<file path="src/rtl/pdm_deserializer_pkg.sv">
// ---------------------------------------------------------------------------
// deserializer_pkg
//   Shared types and helpers for the PDM / serial-ADC deserializer.
//   - deserializer_state_t : capture FSM states
//   - divide()             : system-to-serial clock divisor
// ---------------------------------------------------------------------------
package deserializer_pkg;

   typedef enum logic {
      IDLE  = 1'b0,
      SHIFT = 1'b1
   } deserializer_state_t;

   // Number of system clock cycles per serial bit.
   function automatic int divide(input int system, input int sampling);
      return system / sampling;
   endfunction

endpackage

</file>
<file path="src/rtl/pdm_deserializer_sample_clock_generator.sv">
// ---------------------------------------------------------------------------
// sample_clock_generator
//   Divides clock_i down to the serial device clock and marks the system
//   cycle on which the serial bit is to be captured.
//   Ports:
//     clock_i        system clock
//     reset_i        synchronous, active-high reset
//     run_i          1 = count, 0 = hold the divider cleared at zero
//     serial_clock_o device clock, low for the first DIVIDE/2 counts
//     tick_o         high in the last count of a serial period (capture edge
//                    coincides with the falling edge of serial_clock_o)
// ---------------------------------------------------------------------------
module sample_clock_generator #(
   parameter int DIVIDE = 8
) (
   input  logic clock_i,
   input  logic reset_i,
   input  logic run_i,
   output logic serial_clock_o,
   output logic tick_o
);

   localparam int CW = $clog2(DIVIDE);
   localparam logic [CW-1:0] LAST = CW'(DIVIDE - 1);
   localparam logic [CW-1:0] HALF = CW'(DIVIDE / 2);

   logic [CW-1:0] div_count;
   logic [CW-1:0] div_next;

   always_comb begin
      div_next = '0;
      if (run_i && (div_count != LAST)) begin
         div_next = div_count + 1'b1;
      end
   end

   // The device clock is registered from the next count so it never
   // glitches and always equals (div_count >= DIVIDE/2).
   always_ff @(posedge clock_i) begin
      if (reset_i) begin
         div_count      <= '0;
         serial_clock_o <= 1'b0;
      end else begin
         div_count      <= div_next;
         serial_clock_o <= (div_next >= HALF);
      end
   end

   assign tick_o = run_i && (div_count == LAST);

endmodule

</file>
<file path="src/rtl/pdm_deserializer.sv">
// ---------------------------------------------------------------------------
// pdm_deserializer
//   Collects a 1-bit serial stream into WORD_LENGTH-bit words, MSB first,
//   and generates the device clock it is sampled with.
//   Ports:
//     clock_i             system clock
//     reset_i             synchronous, active-high reset
//     enable_i            high = capture; low = stop, drop partial word
//     serial_data_i       serial bit, launched by the device on serial_clock_o
//     serial_clock_o      device clock at SAMPLING_FREQUENCY, 50 % duty
//     data_o              last completed word (MSB = first bit received)
//     deserializer_done_o one-cycle pulse when data_o is newly valid
//     busy_o              high while capturing
// ---------------------------------------------------------------------------
module pdm_deserializer
   import deserializer_pkg::*;
#(
   parameter int WORD_LENGTH        = 16,
   parameter int SYSTEM_FREQUENCY   = 100000000,
   parameter int SAMPLING_FREQUENCY = 1000000
) (
   input  logic                   clock_i,
   input  logic                   reset_i,
   input  logic                   enable_i,
   input  logic                   serial_data_i,
   output logic                   serial_clock_o,
   output logic [WORD_LENGTH-1:0] data_o,
   output logic                   deserializer_done_o,
   output logic                   busy_o
);

   localparam int DIVIDE = divide(SYSTEM_FREQUENCY, SAMPLING_FREQUENCY);
   localparam int BW     = $clog2(WORD_LENGTH + 1);
   localparam logic [BW-1:0] LAST_BIT = BW'(WORD_LENGTH - 1);

   if (DIVIDE < 2) begin : g_chk_div_min
      $error("pdm_deserializer: DIVIDE must be >= 2");
   end
   if ((DIVIDE % 2) != 0) begin : g_chk_div_even
      $error("pdm_deserializer: DIVIDE must be even");
   end
   if (WORD_LENGTH < 1) begin : g_chk_word
      $error("pdm_deserializer: WORD_LENGTH must be >= 1");
   end

   deserializer_state_t state, state_next;
   logic                   run;
   logic                   tick;
   logic [BW-1:0]          bit_count;
   logic [WORD_LENGTH-1:0] shift_reg;
   logic [WORD_LENGTH-1:0] shift_next;

   // ---------------------------------------------------------------- FSM
   always_ff @(posedge clock_i) begin
      if (reset_i) begin
         state <= IDLE;
      end else begin
         state <= state_next;
      end
   end

   // run is only asserted while staying in SHIFT: the edge that samples
   // enable_i low must neither count, nor tick, nor raise done, and the
   // edge that enters SHIFT must leave the divider at zero.
   always_comb begin
      state_next = state;
      run        = 1'b0;
      case (state)
         IDLE: begin
            if (enable_i) begin
               state_next = SHIFT;
            end
         end
         SHIFT: begin
            if (!enable_i) begin
               state_next = IDLE;
            end else begin
               run = 1'b1;
            end
         end
         default: state_next = IDLE;
      endcase
   end

   assign busy_o = (state == SHIFT);

   // ------------------------------------------------------ serial clock
   sample_clock_generator #(
      .DIVIDE (DIVIDE)
   ) u_sample_clock_generator (
      .clock_i        (clock_i),
      .reset_i        (reset_i),
      .run_i          (run),
      .serial_clock_o (serial_clock_o),
      .tick_o         (tick)
   );

   // ---------------------------------------------------------- datapath
   if (WORD_LENGTH == 1) begin : g_shift_one
      assign shift_next = serial_data_i;
   end else begin : g_shift_many
      assign shift_next = {shift_reg[WORD_LENGTH-2:0], serial_data_i};
   end

   always_ff @(posedge clock_i) begin
      if (reset_i) begin
         shift_reg           <= '0;
         data_o              <= '0;
         bit_count           <= '0;
         deserializer_done_o <= 1'b0;
      end else begin
         deserializer_done_o <= 1'b0;
         if (!run) begin
            // Partial word is dropped; stale shift_reg bits are flushed out
            // by the next full word before they can reach data_o.
            bit_count <= '0;
         end else if (tick) begin
            shift_reg <= shift_next;
            if (bit_count == LAST_BIT) begin
               data_o              <= shift_next;
               deserializer_done_o <= 1'b1;
               bit_count           <= '0;
            end else begin
               bit_count <= bit_count + 1'b1;
            end
         end
      end
   end

endmodule

</file>
<file path="config.mk">
export PLATFORM = sky130hd
export DESIGN_NAME = pdm_deserializer
export DESIGN_NICKNAME = d
export VERILOG_FILES = /design/src/rtl/pdm_deserializer_pkg.sv /design/src/rtl/pdm_deserializer_sample_clock_generator.sv /design/src/rtl/pdm_deserializer.sv
export SDC_FILE = /design/constraint.sdc
export NUM_CORES = 1
export LEC_CHECK = 0
export CAP_MARGIN = 5
export CORE_MARGIN = 3
export CORE_UTILIZATION = 45
export CTS_BUF_LIST = sky130_fd_sc_hd__clkbuf_2 sky130_fd_sc_hd__clkbuf_4 sky130_fd_sc_hd__clkbuf_8
export DETAILED_ROUTE_END_ITERATION = 6
export HOLD_SLACK_MARGIN = 0.12
export PLACE_DENSITY = 0.72
export SLEW_MARGIN = 20
export SYNTH_ARGS = -nofsm -noshare
export SYNTH_HDL_FRONTEND = slang
export SYNTH_SLANG_ARGS = --single-unit
</file>
<file path="constraint.sdc">
create_clock -name clock_i -period 2.16 [get_ports clock_i]
set_input_delay 0.432 -clock clock_i [delete_from_list [all_inputs] [get_ports clock_i]]
set_output_delay 0.432 -clock clock_i [all_outputs]
set_load 0.03 [all_outputs]
</file>
==> flow_summary.toml <==
[power]
pwr-share-comb_pct = 2.2
swShare_pct = 21.34
p_clk_share_pct = 35.6
p_total_uw = 1369
leakage_uw = 0.0007130
switching_power_uw = 292.0
ir_worst_vdd_v = 0.0004622
p_seq_share_pct = 62.1
intPower_uw = 1077
p_per_area_nw_per_um2 = 635.6

[route]
routedWlPerCell_um = 12.25
via_count = 1415
antenna_left = 0
initialDrtViolationCount = 157
via_per_inst = 5.018
wirelength_mm = 3.454
firstDrtPassIters = 4
drc = 0

[synthesis]
ys_ff_latch = 46
synth_compound_area_share_pct = 13.59
yosysSeqAreaShare_pct = 50.27
synth_fa_ha_area_share_pct = 1.366
synth-async-reset-ratio_pct = 0
synth_warnings = 0
synthSimpleGateAreaFrac_pct = 25.55
synthDistinctLibCells = 35
synth_top_family_by_area = "simple AND/OR/NAND/NOR gates"
synth_flop_cell = "dfxtp_1"
synthMuxAreaShare_pct = 0.5464
synthXorXnorAreaFrac_pct = 3.347
syn_avg_cell_area_um2 = 8.764
syn_nets = 215
synth_cells = 209
netlist_area_um2 = 1832
synth-edff-count = 0

[global_route]
grt.overflow.total = 0
grt.total_usage_pct = 15.30
grt_max_degree = 33
grt_pass1_vias = 1335
antenna_found_initial = 0
grt_pass1_wl_mm = 6.030

[place]
dp_hpwl_mm = 2.297
io_buffers = 22
placed_area_um2 = 2074
globalplace.congestion = 0.8285

[sta]
fin_crit_ps = 1805
setup_viol = 0
finalCritPeriodShare_pct = 83.56
rsz0062_at_grt = "no"
slew_headroom_pct = 73.61
worst_hold_slack_ps = 452.8
tns_ps = 0
drv_slew = 0
fmax_mhz = 554.1
tightest_slew_ps = 394.4
finClkSkew_ps = 6.864
finalHoldViolations = 0

[cells_and_area]
num-nets-final = 240
final_cell_area_um2 = 2153
antennaDiodeCount = 0
area_growth_pct = 17.55
drive_gt1_share_pct = 13.68
largest_register_ffs = 16

[setup_path]
worst-setup-path-type = "flop to flop"
cpPeakStageDelay_ps = 400
reg2reg_slack_ps = 360
cp-end-kind = "flop"
path_cells = "ha_1 > and4b_1 > and4_1 > buf_4 > nand2_2 > a21oi_2"
slowest_stage = "dfxtp_1"
worstPathRequired_ps = 2390
worstPathArrival_ps = 2030
crit_fanout = 12
critPathLaunchType = "flop"

[hold_path]
hold_class = "flop to flop"

[status]
outcome = "finished, final reports clean"

[clocking]
numCtsBuffers = 5
clk_pin_slew_ps = 80
h-tree-depth = 2
cts_max_path_buffers = 2
root_buffer = "clkbuf_8"
cts_setup_buffers = 0
ctsHoldBuffers = 0
clkSinkCount = 46
cts_resized = 0
cts_tree = "done"
clkLatencyLatePin_ps = 300

[die]
row_count = 22
die_h_um = 69.80
dieArea_um2 = 4872
die_w_um = 69.80
core_um2 = 3799
start_util_pct = 48.22
ios = 23

[run]
max-cap-violations = 0
layout make-up:
cell class                 count  area, um^2
inverter                       2       7.507
multi-input combinational    150       813.3
clock buffer                   5       68.82
timing repair buffer          29       272.8
fill                         367        1645
sequential                    46       920.9
tap                           48       60.06
clock inverter                 2       10.01
synthesized netlist by cell type (all sizes together) (2+ instances only):
master,number,area [um^2]
a21oi,33,195.2
and2,2,12.51
and4,2,17.52
and4b,2,20.02
buf,7,75.07
clkbuf,4,15.01
dfxtp,46,920.9
ha,2,25.02
inv,2,7.510
nand2,68,275.3
nand3,3,15.01
nand4,3,18.77
nor2,11,41.29
nor3,3,26.28
xnor2,5,43.79
xor2,2,17.52
worst max-delay path: cells and delay by family, from the launching register on:
kind,cells,cell delay (ps)
fa+ha+maj,1,310
flops,1,400
compound gates,1,130
buf+inv,1,220
simple gates,3,690
kinds of logic (layout without fill, tap and decap cells):
group           Yosys count  in the layout
xor+xnor                  7              7
fa+ha+maj                 2              2
flops                    46             46
simple gates            100            100
compound gates           40             40
mux                       1              1
buf+inv                  13             38
through the flow:
step | setup WS, ps | instances | utilization (%)
floorplan | 548.5 | 209 | -
global placement | 326.8 | 275 | 54.61
detailed placement | 287.0 | 275 | 54.61
CTS | 356.2 | 282 | 56.69
global route | 202.0 | 282 | 56.69
finish | 355.1 | 282 | 56.69
power groups by stage:
stage          logic (uW)  registers (uW)  clock network [uW]
2_1_floorplan        15.7             872                   0
3_3_place_gp         30.8             870                   0
3_5_place_dp         30.7             870                   0
4_1_cts              30.9             850                 507
5_1_grt              33.3             851                 542
6_report             30.6             850                 488
routing by layer:
layer | vias to the layer above | GRT usage, % | routed length [um]
met3 | 7 | 4.783 | 177
met4 | 0 | 7.447 | 63
met2 | 34 | 21.72 | 1489
met5 | - | 0 | 0
li1 | 743 | - | -
met1 | 631 | 20.84 | 1723
layout by cell type (no fill, tap or decap), types with 2 or more instances in the layout:
| master | count |
|---|---|
| nand2_1 | 60 |
| dfxtp_1 | 46 |
| a21oi_1 | 25 |
| clkdlybuf4s50_1 | 22 |
| nor2_1 | 11 |
| nand2_2 | 8 |
| a21oi_2 | 8 |
| buf_4 | 7 |
| xnor2_1 | 5 |
| clkbuf_8 | 5 |
| nand4_1 | 3 |
| nand3_1 | 3 |
| and4b_1 | 2 |
| and2_1 | 2 |
| and4_1 | 2 |
| nor3_1 | 2 |
| xor2_1 | 2 |
| inv_1 | 2 |
| ha_1 | 2 |
| clkinv_2 | 2 |
path summary, 6_finish.rpt:
check | start | to | depth (start not counted)
setup / recovery | u_sample_clock_generator.div_count[0]$_SDFF_PP0_ | data_o[1]$_SDFFE_PP0P_ | 6
hold / removal | bit_count[4]$_SDFFE_PP0P_ | bit_count[4]$_SDFFE_PP0P_ | 2
setup reg to reg | u_sample_clock_generator.div_count[0]$_SDFF_PP0_ | data_o[1]$_SDFFE_PP0P_ | 6
hold reg to reg | bit_count[4]$_SDFFE_PP0P_ | bit_count[4]$_SDFFE_PP0P_ | 2
Note: power is estimated with default switching activity, not from simulation.
